--- config.mk ---
export PLATFORM = sky130hd
export DESIGN_NAME = i2c_write_reg_burst
export DESIGN_NICKNAME = d
export VERILOG_FILES = /design/src/rtl/i2c_pkg.sv /design/src/rtl/i2c_timeout_ctr.sv /design/src/rtl/i2c_write_reg_burst.sv
export SDC_FILE = /design/constraint.sdc
export NUM_CORES = 1
export LEC_CHECK = 0
export CAP_MARGIN = 0
export CELL_PAD_IN_SITES_DETAIL_PLACEMENT = 0
export CELL_PAD_IN_SITES_GLOBAL_PLACEMENT = 1
export CORE_ASPECT_RATIO = 1.1
export CORE_MARGIN = 3
export CORE_UTILIZATION = 40
export CTS_BUF_LIST = sky130_fd_sc_hd__clkbuf_2 sky130_fd_sc_hd__clkbuf_4 sky130_fd_sc_hd__clkbuf_8
export CTS_CLUSTER_DIAMETER = 100
export DETAILED_ROUTE_END_ITERATION = 8
export PLACE_DENSITY_LB_ADDON = 0.08
export REMOVE_ABC_BUFFERS = 1
export SLEW_MARGIN = 20
export SYNTH_ARGS = -nofsm -noshare
export SYNTH_HDL_FRONTEND = slang
export SYNTH_SLANG_ARGS = --single-unit
--- constraint.sdc ---
create_clock -name clk -period 6.3 [get_ports clk]
set_clock_uncertainty 0.05 [all_clocks]
set_input_delay 1.26 -clock clk [delete_from_list [all_inputs] [get_ports clk]]
set_output_delay 1.26 -clock clk [all_outputs]
set_load 0.05 [all_outputs]
--- src/rtl/i2c_pkg.sv ---
// Shared I2C constants, state encodings and register-address width.
// Define I2C_WRITE_REG16_EN to use 16-bit register addresses, sent MSB first.
package i2c_pkg;

  typedef enum logic [3:0] {
    S_IDLE      = 4'd0,
    S_BUS_CHECK = 4'd1,
    S_CMD       = 4'd2,
    S_ADDR      = 4'd3,
    S_FETCH     = 4'd4,
    S_SEND      = 4'd5,
    S_DRAIN     = 4'd6,
    S_DONE      = 4'd7,
    S_FAIL      = 4'd8
  } state_t;

  localparam logic [6:0]  VL53L0X_ADDR             = 7'h29;
  localparam int unsigned TIMEOUT_CYCLES_DEF       = 27000;
  localparam int unsigned DRAIN_TIMEOUT_CYCLES_DEF = 270000;
  localparam int unsigned MAX_BYTES                = 16;
  localparam int unsigned CNT_W                    = 32;
  localparam int unsigned BCNT_W                   = 5;

`ifdef I2C_WRITE_REG16_EN
  localparam int unsigned REG_W = 16;
`else
  localparam int unsigned REG_W = 8;
`endif
  localparam int unsigned ADDR_BYTES = REG_W / 8;

endpackage

--- src/rtl/i2c_timeout_ctr.sv ---
// Per-state cycle counter; expired rises once the count reaches limit-1,
// so the owning FSM leaves the state exactly limit cycles after entering it.
module i2c_timeout_ctr
  import i2c_pkg::*;
(
  input  logic             clk,
  input  logic             reset_n,
  input  logic             clear,
  input  logic [CNT_W-1:0] limit,
  output logic             expired
);

  logic [CNT_W-1:0] count_q, count_d;

  assign expired = (limit != '0) && (count_q >= (limit - CNT_W'(1)));

  always_comb begin
    count_d = count_q;
    if (clear) begin
      count_d = '0;
    end else if (!expired) begin
      count_d = count_q + CNT_W'(1);
    end
  end

  always_ff @(posedge clk or negedge reset_n) begin
    if (!reset_n) begin
      count_q <= '0;
    end else begin
      count_q <= count_d;
    end
  end

endmodule

--- src/rtl/i2c_write_reg_burst.sv ---
// I2C register-write initiator: START, dev+W, register address, payload, STOP.
// Define I2C_WRITE_REG16_EN for a two-byte register address.
module i2c_write_reg_burst
  import i2c_pkg::*;
#(
  parameter int unsigned TIMEOUT_CYCLES       = TIMEOUT_CYCLES_DEF,
  parameter int unsigned DRAIN_TIMEOUT_CYCLES = DRAIN_TIMEOUT_CYCLES_DEF,
  parameter int unsigned MAX_PAYLOAD          = i2c_pkg::MAX_BYTES
) (
  input  logic              clk,
  input  logic              reset_n,
  input  logic              start,
  input  logic [6:0]        dev_address,
  input  logic [REG_W-1:0]  reg_address,
  input  logic [BCNT_W-1:0] byte_count,
  input  logic [7:0]        wr_data,
  input  logic              wr_valid,
  output logic              wr_ready,
  output logic              done,
  output logic              busy,
  output logic              message_failure,
  output logic [3:0]        state_out,
  output logic [6:0]        i2c_cmd_address,
  output logic              i2c_cmd_start,
  output logic              i2c_cmd_read,
  output logic              i2c_cmd_write,
  output logic              i2c_cmd_write_multiple,
  output logic              i2c_cmd_stop,
  output logic              i2c_cmd_valid,
  input  logic              i2c_cmd_ready,
  output logic [7:0]        i2c_data_out,
  output logic              i2c_data_out_valid,
  output logic              i2c_data_out_last,
  input  logic              i2c_data_out_ready,
  input  logic              i2c_bus_busy,
  input  logic              i2c_bus_control,
  input  logic              i2c_bus_active,
  input  logic              i2c_missed_ack
);

  localparam logic              LAST_IDX = 1'(ADDR_BYTES - 1);
  localparam logic [BCNT_W-1:0] MAX_CNT  = BCNT_W'(MAX_PAYLOAD);

  state_t              state_q, state_d;
  logic [BCNT_W-1:0]   rem_q, rem_d;
  logic [REG_W-1:0]    reg_q, reg_d;
  logic [6:0]          addr_q, addr_d;
  logic                idx_q, idx_d;
  logic                cmd_valid_q, cmd_valid_d;
  logic [6:0]          cmd_address_q, cmd_address_d;
  logic [7:0]          data_out_q, data_out_d;
  logic                data_valid_q, data_valid_d;
  logic                data_last_q, data_last_d;
  logic                done_q, done_d;
  logic                fail_q, fail_d;
  logic                adv_c, cmd_hs_c, data_hs_c, counting_c, clear_c, expired;
  logic [7:0]          addr_byte_c;
  logic [CNT_W-1:0]    limit_c;

  assign cmd_hs_c   = cmd_valid_q & i2c_cmd_ready;
  assign data_hs_c  = data_valid_q & i2c_data_out_ready;
  assign counting_c = state_q inside {S_BUS_CHECK, S_CMD, S_ADDR, S_FETCH, S_SEND, S_DRAIN};
  assign clear_c    = (state_d != state_q) | adv_c | ~counting_c;
  assign limit_c    = (state_q == S_DRAIN) ? CNT_W'(DRAIN_TIMEOUT_CYCLES) : CNT_W'(TIMEOUT_CYCLES);

  i2c_timeout_ctr u_timeout (
    .clk     (clk),
    .reset_n (reset_n),
    .clear   (clear_c),
    .limit   (limit_c),
    .expired (expired)
  );

  always_ff @(posedge clk or negedge reset_n) begin
    if (!reset_n) begin
      state_q       <= S_IDLE;
      rem_q         <= '0;
      reg_q         <= '0;
      addr_q        <= '0;
      idx_q         <= 1'b0;
      cmd_valid_q   <= 1'b0;
      cmd_address_q <= '0;
      data_out_q    <= '0;
      data_valid_q  <= 1'b0;
      data_last_q   <= 1'b0;
      done_q        <= 1'b0;
      fail_q        <= 1'b0;
    end else begin
      state_q       <= state_d;
      rem_q         <= rem_d;
      reg_q         <= reg_d;
      addr_q        <= addr_d;
      idx_q         <= idx_d;
      cmd_valid_q   <= cmd_valid_d;
      cmd_address_q <= cmd_address_d;
      data_out_q    <= data_out_d;
      data_valid_q  <= data_valid_d;
      data_last_q   <= data_last_d;
      done_q        <= done_d;
      fail_q        <= fail_d;
    end
  end

  // Handshakes are checked before the timeout so a late accept still succeeds.
  always_comb begin
    state_d = state_q;
    rem_d   = rem_q;
    reg_d   = reg_q;
    addr_d  = addr_q;
    idx_d   = idx_q;
    adv_c   = 1'b0;
    case (state_q)
      S_IDLE: begin
        if (start) begin
          addr_d  = dev_address;
          reg_d   = reg_address;
          rem_d   = (byte_count > MAX_CNT) ? MAX_CNT : byte_count;
          idx_d   = 1'b0;
          state_d = S_BUS_CHECK;
        end
      end
      S_BUS_CHECK: begin
        if (!i2c_bus_busy && !i2c_bus_active) state_d = S_CMD;
        else if (expired)                     state_d = S_FAIL;
      end
      S_CMD: begin
        if (cmd_hs_c)     state_d = S_ADDR;
        else if (expired) state_d = S_FAIL;
      end
      S_ADDR: begin
        if (data_hs_c) begin
          if (idx_q != LAST_IDX) begin
            idx_d = idx_q + 1'b1;
            adv_c = 1'b1;
          end else begin
            state_d = (rem_q == '0) ? S_DRAIN : S_FETCH;
          end
        end else if (expired) begin
          state_d = S_FAIL;
        end
      end
      S_FETCH: begin
        if (wr_valid)     state_d = S_SEND;
        else if (expired) state_d = S_FAIL;
      end
      S_SEND: begin
        if (data_hs_c) begin
          rem_d   = rem_q - BCNT_W'(1);
          state_d = (rem_d == '0) ? S_DRAIN : S_FETCH;
        end else if (expired) begin
          state_d = S_FAIL;
        end
      end
      S_DRAIN: begin
        if (!i2c_bus_busy && !i2c_bus_control) state_d = S_DONE;
        else if (expired)                      state_d = S_FAIL;
      end
      S_DONE:  state_d = S_IDLE;
      S_FAIL:  state_d = S_IDLE;
      default: state_d = S_IDLE;
    endcase
    if (i2c_missed_ack && (state_q != S_IDLE) && (state_q != S_FAIL)) begin
      state_d = S_FAIL;
    end
  end

  // Output registers are loaded from the next state so they track state_q exactly.
  always_comb begin
    addr_byte_c = reg_d[7:0];
`ifdef I2C_WRITE_REG16_EN
    if (!idx_d) addr_byte_c = reg_d[15:8];
`endif
    cmd_valid_d   = (state_d == S_CMD);
    cmd_address_d = addr_d;
    data_out_d    = data_out_q;
    data_valid_d  = (state_d == S_ADDR) || (state_d == S_SEND);
    data_last_d   = 1'b0;
    done_d        = (state_d == S_DONE);
    fail_d        = (state_d == S_FAIL);
    if (state_d == S_ADDR) begin
      data_out_d  = addr_byte_c;
      data_last_d = (idx_d == LAST_IDX) && (rem_d == '0);
    end else if (state_d == S_SEND) begin
      if (state_q == S_FETCH) data_out_d = wr_data;
      data_last_d = (rem_d == BCNT_W'(1));
    end
  end

  assign wr_ready               = (state_q == S_FETCH);
  assign busy                   = (state_q != S_IDLE);
  assign state_out              = state_q;
  assign done                   = done_q;
  assign message_failure        = fail_q;
  assign i2c_cmd_address        = cmd_address_q;
  assign i2c_cmd_valid          = cmd_valid_q;
  assign i2c_cmd_start          = cmd_valid_q;
  assign i2c_cmd_write_multiple = cmd_valid_q;
  assign i2c_cmd_stop           = cmd_valid_q;
  assign i2c_cmd_read           = 1'b0;
  assign i2c_cmd_write          = 1'b0;
  assign i2c_data_out           = data_out_q;
  assign i2c_data_out_valid     = data_valid_q;
  assign i2c_data_out_last      = data_last_q;

endmodule

==> results.md, run 1 <==
- Routed WL: around 9.1 mm
- H-Tree Depth: 3
- Place WS: about 2.1 ns
- Die width: 98.7 um
- CTS Buffer Depth: 2
- Post-route setup TNS: 0 ns
- Max-slew violation count: 0
- Synth Flop Type: dfrtp_1
- Site Rows: 36
- Slew HR: 37.4%
- Crit-path cells: and4bb_4 > inv_2 > ha_1 > a21oi_1 > a2111oi_0 > a211o_1 > o21a_1 > o21ai_2 > xor2_2 > nor3_1
- Cts bufs inserted: 9
- Cell Area, Synth: 3780 um^2
- Worst path max stage delay: between 0.7 and 0.8 ns
- P per Cell Area: 351 nW/um^2
- Die Y: about 110 um
- CTS tree: done
- Peak Freq: 240 MHz
- Post-synth EDFFs: 0
- Startpoint types: register
- Clock transition at path regs: around 0.070 ns
- Cell at the slowest stage of the critical path: xor2_2
- Slew @ Worst Pin: around 0.94 ns
- Share of layout cells above drive strength 1: 9.96%
- Crit-path leading delay family: compound AO/OA/AOI/OAI gates
- Hold-critical path depth: 2
- Critical path arrival: between 4 and 5 ns
- Final ANT Viol Nets: 0
- IO buf count: 66
- DR vias/cell: around 5.4
- Min cycle time layout: 4.17 ns
- Worst-Skew Late Latency: 0.34 ns
- Final period util: 66.2%
- Synth warnings: 0
- Setup Crit Path Kind: reg2reg
- Status: finished, final reports clean
- CP endpoint kind: register
- Largest net degree at the start of global routing: around 70
- First-iteration detailed-routing DRC count: 140
- Routed WL per cell: 15.9 um
- Area grow syn2layout: 25.1%
- Effective utilization at floorplan: between 40% and 50%
- Most frequent cells in the layout: dfrtp_1, clkdlybuf4s50_1, nand2_1
- HP Class: reg2reg
- First-pass GRT wire length: 15.5 mm
- Area of the core: around 9000 um^2
- Post-Syn Instances: 387
- Final WS setup: between 2 and 2.5 ns
- Vias in the first global route: ~3,000
- Async SR Flop Fraction: 100%
- Antenna Diode Count: 0
- Maximum vdd drop: 0.128 mV
- Hold Fails Final Rpt: 0
- Initial antenna violation count: 0
- WP depth: 10
- Gr ovfl total: 0
- P_leak: between 0.0015 and 0.002 uW
- Final HPWL from detailed placement: ~6.5 mm
- RD Place Congestion: roughly 0.86
- Total GRT Usage: between 10% and 20%
- Sink Count: 70
- Post-CTS setup buffers: 0
- Distinct cell type count after synthesis: 60
- Max cap viols: 0
- CTS Hold Bufs: 0
- IO Pins: 69
- Register area share after synthesis: between 40% and 50%
- # setup viols final: 0
- Root Buffer Master: clkbuf_8
- Syn_area_per_cell: around 9.8 um^2
- Commonest non-fill, non-tap cell in the layout: dfrtp_1
- Post_cts resized: 0
- NumNets Final: about 500
- RSZ-0062 raised after global routing: no
- Register bit total from synthesis: 70
- Drt pass-1 iters: 4
- CP bufs+invs: 1
- Die Footprint: roughly 11,000 um^2
- Reg2reg path depth: 10
- # DRC: 0
- Worst path required time: between 6 and 7 ns
- Crit Path Max Fanout: 20
- Vias: just over 3,000
==> per-stage QoR <==
step           total power (uW)  hold slack [ns]  util, %  instance area (um^2)  instances
6_report                   1660            0.421     52.5                  4730        576
5_1_grt                    1770            0.444     52.5                  4730        576
4_1_cts                    1680            0.424     52.5                  4730        576
3_5_place_dp               1300            0.405     50.2                  4520        560
3_3_place_gp               1300            0.400     50.2                  4520        560
2_1_floorplan              1060            0.387        -                  3700        378
==> path summary, 6_finish.rpt <==
check / startpoint / end / slack [ns]
max in group asynchronous: reset_n / u_timeout.count_q[18] / 4.56
min in group asynchronous: reset_n / done / 1.06
min: reg_q[1] / reg_q[1] / 0.42
max: state_out[1] / u_timeout.count_q[17] / 2.13
min reg2reg: reg_q[1] / reg_q[1] / 0.42
max reg2reg: state_out[1] / u_timeout.count_q[17] / 2.13
==> worst register-to-register path, delay by kind of cell, from the launching register on <==
family	cells	cell delay (ns)
adder cells (fa/ha/maj)	1	0.33
AO/OA/AOI/OAI	5	1.58
XOR/XNOR	1	0.76
AND/OR/NAND/NOR	2	0.51
flip-flops	1	0.67
buffers and inverters	1	0.11
==> registers in the layout (all words and copies together), names as in the netlist <==
name                flops
u_timeout.count_q      32
i2c_data_out            8
reg_q                   8
i2c_cmd_address         7
rem_q                   5
state_out               4
done                    1
i2c_cmd_start           1
i2c_data_out_last       1
i2c_data_out_valid      1
idx_q                   1
message_failure         1
==> kinds of logic (layout without fill, tap and decap cells) <==
family                   after synthesis  count (layout)  share of synthesized area [%]
AND/OR/NAND/NOR                      191             191                           26.0
multiplexers                          19              19                           5.56
buffers and inverters                 28              90                           3.97
flip-flops                            70              70                           46.4
other                                  1              14                         0.0992
adder cells (fa/ha/maj)                9               9                           2.98
XOR/XNOR                              22              22                           5.10
AO/OA/AOI/OAI                         47              47                           9.93
==> layout make-up <==
class	instances	area (um^2)
clock buffer	10	138
clock inverter	6	68.8
fill	857	4280
inverter	6	22.5
multi-input combinational	302	1930
sequential	70	1750
tap	114	143
timing repair buffer	68	671
==> layer usage <==
metal | global-route usage [%] | up-vias | wire length (um)
met2 | 30.2 | 44 | 4640
met5 | 0 | - | 0
met1 | 23.9 | 1538 | 4090
li1 | - | 1515 | -
met4 | 6.24 | 0 | 119
met3 | 3.23 | 11 | 282
==> synthesized netlist by cell type (2+ instances only) <==
library cell | number | area, um^2
nand3_1 | 13 | 65.1
or3_1 | 4 | 25.0
nor4_1 | 18 | 113
nor2_1 | 23 | 86.3
mux2_2 | 16 | 180
and2_1 | 4 | 25.0
o21ai_2 | 2 | 17.5
mux2i_1 | 3 | 30.0
buf_2 | 6 | 30.0
nand2_1 | 64 | 240
nor3_1 | 27 | 135
a31o_2 | 2 | 17.5
a21o_1 | 2 | 15.0
buf_4 | 6 | 45.0
nor2b_1 | 4 | 25.0
o21bai_1 | 2 | 15.0
a21oi_1 | 9 | 45.0
buf_6 | 2 | 22.5
nand3b_1 | 3 | 22.5
ha_1 | 9 | 113
o21ai_0 | 5 | 25.0
dfrtp_1 | 70 | 1750
and4_1 | 2 | 17.5
and3_1 | 5 | 31.3
nand2b_1 | 5 | 31.3
xnor2_1 | 16 | 140
o21a_1 | 4 | 30.0
xor2_1 | 6 | 52.6
clkbuf_1 | 7 | 26.3
inv_1 | 4 | 15.0
nor4b_1 | 2 | 17.5
a221o_1 | 4 | 40.0
nor3b_1 | 2 | 15.0
nand4_1 | 9 | 56.3
a211o_1 | 2 | 17.5
==> where the power goes <==
group | switching, uW | internal [uW] | leakage [uW] | total [uW]
logic | 443 | 240 | 0.000979 | 683
clock network | 176 | 196 | 0.000103 | 372
registers | 65.5 | 539 | 0.000913 | 605
total | 684 | 975 | 0.00200 | 1660
No activity file was read; power rests on OpenSTA's default activity.
==> inputs of run 2 (changes only) <==
--- a/config.mk
+++ b/config.mk
@@ -10,7 +10,7 @@
 export CELL_PAD_IN_SITES_GLOBAL_PLACEMENT = 1
 export CORE_ASPECT_RATIO = 1.1
 export CORE_MARGIN = 3
-export CORE_UTILIZATION = 40
+export CORE_UTILIZATION = 38
 export CTS_BUF_LIST = sky130_fd_sc_hd__clkbuf_2 sky130_fd_sc_hd__clkbuf_4 sky130_fd_sc_hd__clkbuf_8
 export CTS_CLUSTER_DIAMETER = 100
 export DETAILED_ROUTE_END_ITERATION = 8
==> constraint.sdc (replaced) <==
create_clock -name clk -period 3.5 [get_ports clk]
set_clock_uncertainty 0.05 [all_clocks]
set_input_delay 0.7 -clock clk [delete_from_list [all_inputs] [get_ports clk]]
set_output_delay 0.7 -clock clk [all_outputs]
set_load 0.05 [all_outputs]
==> results.md, run 2 (synthesized netlist as in run 1, its figures left out) <==
- Crit Path Max Fanout: 10
- Post-Place Cells: between 500 and 600
- Post-DP Area: roughly 4600 um^2
- First-iteration detailed-routing DRC count: around 120
- RSZ-0062 raised after global routing: no
- Most frequent cells in the layout: dfrtp_1, clkdlybuf4s50_1, nand2_1
- Worst-Skew Late Latency: roughly 0.33 ns
- Post-CTS setup buffers: 0
- Hold Fails Final Rpt: 0
- DR vias/cell: 5.29
- Clock transition at path regs: ~0.080 ns
- Sink Count: 70
- NumNets Final: 515
- Peak Freq: roughly 300 MHz
- Top reg by flops: u_timeout.count_q
- Min cycle time layout: ~3.3 ns
- Post-route cell area: 4770 um^2
- Effective utilization at floorplan: roughly 40%
- IO buf count: 66
- Antenna Diode Count: 0
- Area of the core: around 9500 um^2
- Drt pass-1 iters: 4
- Die Footprint: roughly 11,000 um^2
- Total power: about 2900 uW
- Gr ovfl total: 0
- Max reg flops: 32
- RD Place Congestion: between 0.8 and 0.9
- Total GRT Usage: approximately 18%
- Cell at the slowest stage of the critical path: dfrtp_1
- Site Rows: 37
- Area grow syn2layout: 26.3%
- Routed WL: approximately 9.4 mm
- Setup Crit Path Kind: reg2reg
- Root Buffer Master: clkbuf_8
- Critical path arrival: approximately 3.4 ns
- Fill cell count: 969
- Final HPWL from detailed placement: 6.87 mm
- IO Pins: 69
- Commonest non-fill, non-tap cell in the layout: dfrtp_1
- Die Y: approximately 110 um
- Final ANT Viol Nets: 0
- Hold Startpoint: reg_q[5]
- CP endpoint kind: register
- CTS Buffer Depth: 2
- Worst path required time: between 3 and 4 ns
- Max-slew violation count: 0
- Routed WL per cell: 16.0 um
- Max cap viols: 0
- CTS tree: done
- P per Cell Area: 614 nW/um^2
- Share of layout cells above drive strength 1: a little under an eighth
- Post-Layout Cell Count: 589
- Status: finished, final reports clean
- Crit-path leading delay family: compound AO/OA/AOI/OAI gates
- Worst path max stage delay: 0.38 ns
- R2r startpoint: state_out[3]
- First-pass GRT wire length: 16.1 mm
- P_leak: slightly above 0.002 uW
- Reg2reg setup slack: roughly 0.23 ns
- Crit-path cells: and4bb_4 > inv_2 > ha_1 > a21oi_2 > a2111oi_0 > a211o_1 > o21a_1 > o31ai_4 > nand4_4 > mux2_2
- Slew HR: about two fifths
- Crit path from: state_out[3]
- HP Class: reg2reg
- Startpoint types: register
- # setup viols final: 0
- Die width: between 100 and 150 um
- # DRC: 0
- CP bufs+invs: 1
- Vias in the first global route: around 3,300
- Slew @ Worst Pin: 0.878 ns
- Largest net degree at the start of global routing: approximately 70
- Maximum vdd drop: between 0.2 and 0.3 mV
- H-Tree Depth: 3
- Cts bufs inserted: 9
- Vias: around 3,100
- Final period util: 93.4%
- Initial antenna violation count: 0
run 2: metal layers:
layer / vias up / wire (um) / track usage, %
met5: - / 0 / 0
met4: 0 / 94 / 4.52
met3: 10 / 482 / 3.85
met2: 71 / 4830 / 29.8
met1: 1508 / 4040 / 23.2
li1: 1527 / - / -
run 2: worst reg2reg max path: stages (launching register included):
cell	delay (ns)
dfrtp_1	0.38
and4bb_4	0.38
inv_2	0.11
ha_1	0.34
a21oi_2	0.21
a2111oi_0	0.14
a211o_1	0.36
o21a_1	0.26
o31ai_4	0.35
nand4_4	0.25
mux2_2	0.33
run 2: final timing paths:
check	end	cells after the start
setup / recovery	i2c_data_out[4]	10
hold / removal	reg_q[5]	2
setup reg to reg	i2c_data_out[4]	10
hold reg to reg	reg_q[5]	2
max in group asynchronous	u_timeout.count_q[21]	2
min in group asynchronous	i2c_cmd_address[5]	2
run 2: power breakdown:
part	total, uW	switching [uW]	leakage [uW]	internal, uW
registers	1060	91.0	0.000913	971
logic	1310	838	0.00104	472
clock network	559	307	0.0000813	252
total	2930	1240	0.00203	1700
run 2: final cells by class:
type                       count  area [um^2]  area share, %
sequential                    70         1750           36.7
multi-input combinational    302         1940           40.6
clock inverter                 6         38.8          0.813
inverter                       6         22.5          0.472
clock buffer                   9          124           2.60
timing repair buffer          79          753           15.8
tap                          117          146           3.07
run 2: through the flow:
step / setup TNS, ns / worst slack (ns) / hold WS [ns] / util (%)
after floorplan: -20.43 / -0.804 / 0.354 / -
after global placement: 0 / 0.307 / 0.403 / 48.2
after detailed placement: 0 / 0.180 / 0.405 / 48.2
after CTS: 0 / 0.144 / 0.426 / 49.9
after global routing: 0 / 0.0670 / 0.447 / 50.1
final: 0 / 0.232 / 0.424 / 50.1
run 2: what timing repair did:
item	in CTS	in global routing
resized for setup	0	2
hold endpoints to repair	0	0
endpoints found under the setup margin	0	28
hold buffers	0	0
==> inputs of run 3 (changes only) <==
--- a/config.mk
+++ b/config.mk
@@ -8,7 +8,6 @@
 export CAP_MARGIN = 0
 export CELL_PAD_IN_SITES_DETAIL_PLACEMENT = 0
 export CELL_PAD_IN_SITES_GLOBAL_PLACEMENT = 1
-export CORE_ASPECT_RATIO = 1.1
 export CORE_MARGIN = 3
 export CORE_UTILIZATION = 38
 export CTS_BUF_LIST = sky130_fd_sc_hd__clkbuf_2 sky130_fd_sc_hd__clkbuf_4 sky130_fd_sc_hd__clkbuf_8
==> results.md, run 3 (synthesized netlist as in run 1, its figures left out) <==
- Crit path from: state_out[3]
- Gr ovfl total: 0
- P per Cell Area: 641 nW/um^2
- Peak Freq: just over 300 MHz
- CTS Buffer Depth: 2
- IO Pins: 69
- CP endpoint kind: register
- Reg2reg path depth: 10
- Critical path arrival: 3.43 ns
- Final HPWL from detailed placement: roughly 6.8 mm
- Routed WL: about 9.5 mm
- Die Y: between 100 and 150 um
- Slew @ Worst Pin: 0.837 ns
- Reg2reg setup slack: approximately 0.24 ns
- Clock transition at path regs: roughly 0.08 ns
- Maximum vdd drop: between 0.3 and 0.4 mV
- # setup viols final: 0
- Setup Crit Path Kind: reg2reg
- P_leak: 0.00207 uW
- Final period util: 93.0%
- Max reg flops: 32
- Vias in the first global route: between 3,000 and 4,000
- Final core utilization: between 50 and 60%
- First-pass GRT wire length: approximately 16 mm
- Commonest non-fill, non-tap cell in the layout: dfrtp_1
- IO buf count: 66
- Most frequent cells in the layout: dfrtp_1, clkdlybuf4s50_1, nand2_1
- Post_cts resized: 0
- First-iteration detailed-routing DRC count: approximately 160
- Antenna Diode Count: 0
- Die Footprint: between 10,000 and 15,000 um^2
- CTS tree: done
- Top reg by flops: u_timeout.count_q
- Total power: roughly 3100 uW
- Drt pass-1 iters: 4
- Routed WL per cell: roughly 16 um
- NumNets Final: 516
- Worst r2r dst: i2c_data_out[1]
- Worst-Skew Late Latency: ~0.34 ns
- Largest net degree at the start of global routing: 37
- Vias: about 3,200
- Initial antenna violation count: 0
- Share of layout cells above drive strength 1: between 10 and 15%
- R2r startpoint: state_out[3]
- Crit Path Max Fanout: 10
- Slew HR: between 40% and 50%
- # DRC: 0
- Effective utilization at floorplan: roughly two fifths
- Post-Place Cells: around 600
- Post-route cell area: slightly below 5000 um^2
- Status: finished, final reports clean
- Fill cell count: about 900
- RD Place Congestion: between 0.8 and 0.9
- CTS Hold Bufs: 0
- Cts bufs inserted: 9
- Post-Layout Cell Count: ~600
- Total GRT Usage: a little under a fifth
- Root Buffer Master: clkbuf_8
- Startpoint types: register
- Min cycle time layout: roughly 3.3 ns
- RSZ-0062 raised after global routing: no
- Site Rows: 35
- HP Class: in2async
- DR vias/cell: approximately 5.2
- Max-slew violation count: 0
- Post-CTS setup buffers: 0
- Worst path required time: 3.67 ns
- Setup crit end: i2c_data_out[1]
- Post-DP Area: between 4000 and 5000 um^2
- Die width: about 110 um
- Hold Fails Final Rpt: 0
- Area grow syn2layout: 28.7%
- Area of the core: 9460 um^2
- H-Tree Depth: 3
- Sink Count: 70
- Max cap viols: 0
- Final ANT Viol Nets: 0
==> run 3: routing by layer <==
metal  part of all wire, %  up-vias  track usage [%]
li1                      -     1538                -
met3                   4.4        7             4.16
met4                  0.86        0             5.83
met1                    47     1531             24.3
met5                     0        -                0
met2                    48       76             29.4
==> run 3: worst max-delay path: stages, from the launching register on <==
cell,delay (ns)
dfrtp_1,0.38
and4bb_4,0.39
inv_2,0.11
ha_1,0.33
a21oi_2,0.21
a2111oi_0,0.12
a211o_1,0.35
o21a_1,0.27
o31ai_4,0.35
nand4_4,0.25
mux2_2,0.33
==> run 3: worst min path at each step <==
| stage | startpoint | slack (ns) | to |
|---|---|---|---|
| floorplan | reset_n | 0.35 | done |
| global route | reg_q[7] | 0.44 | reg_q[7] |
| global placement | reg_q[2] | 0.40 | reg_q[2] |
| finish | reset_n | 0.40 | u_timeout.count_q[13] |
| CTS | reset_n | 0.42 | u_timeout.count_q[13] |
| detailed placement | reg_q[2] | 0.41 | reg_q[2] |
==> run 3: through the flow <==
stage / TNS (ns) / hold WS [ns] / setup slack, ns
CTS: 0 / 0.422 / 0.157
finish: 0 / 0.400 / 0.245
detailed placement: 0 / 0.409 / 0.170
floorplan: -20.43 / 0.354 / -0.804
global route: 0 / 0.441 / 0.0749
global placement: 0 / 0.401 / 0.180
==> run 3: area by class of cell <==
type	instances	area [um^2]	share of cell area, %
inverters	6	22.5	0.463
well taps	129	161	3.32
clock inverters	6	86.3	1.78
flip-flops and latches	70	1750	36.0
clock buffers	10	131	2.70
multi-input cells	302	1940	39.8
repair buffers	80	773	15.9
==> run 3: power by group <==
group	internal, uW	total [uW]	switching (uW)
Clock	408	728	320
Sequential	971	1060	90.1
Combinational	484	1330	844
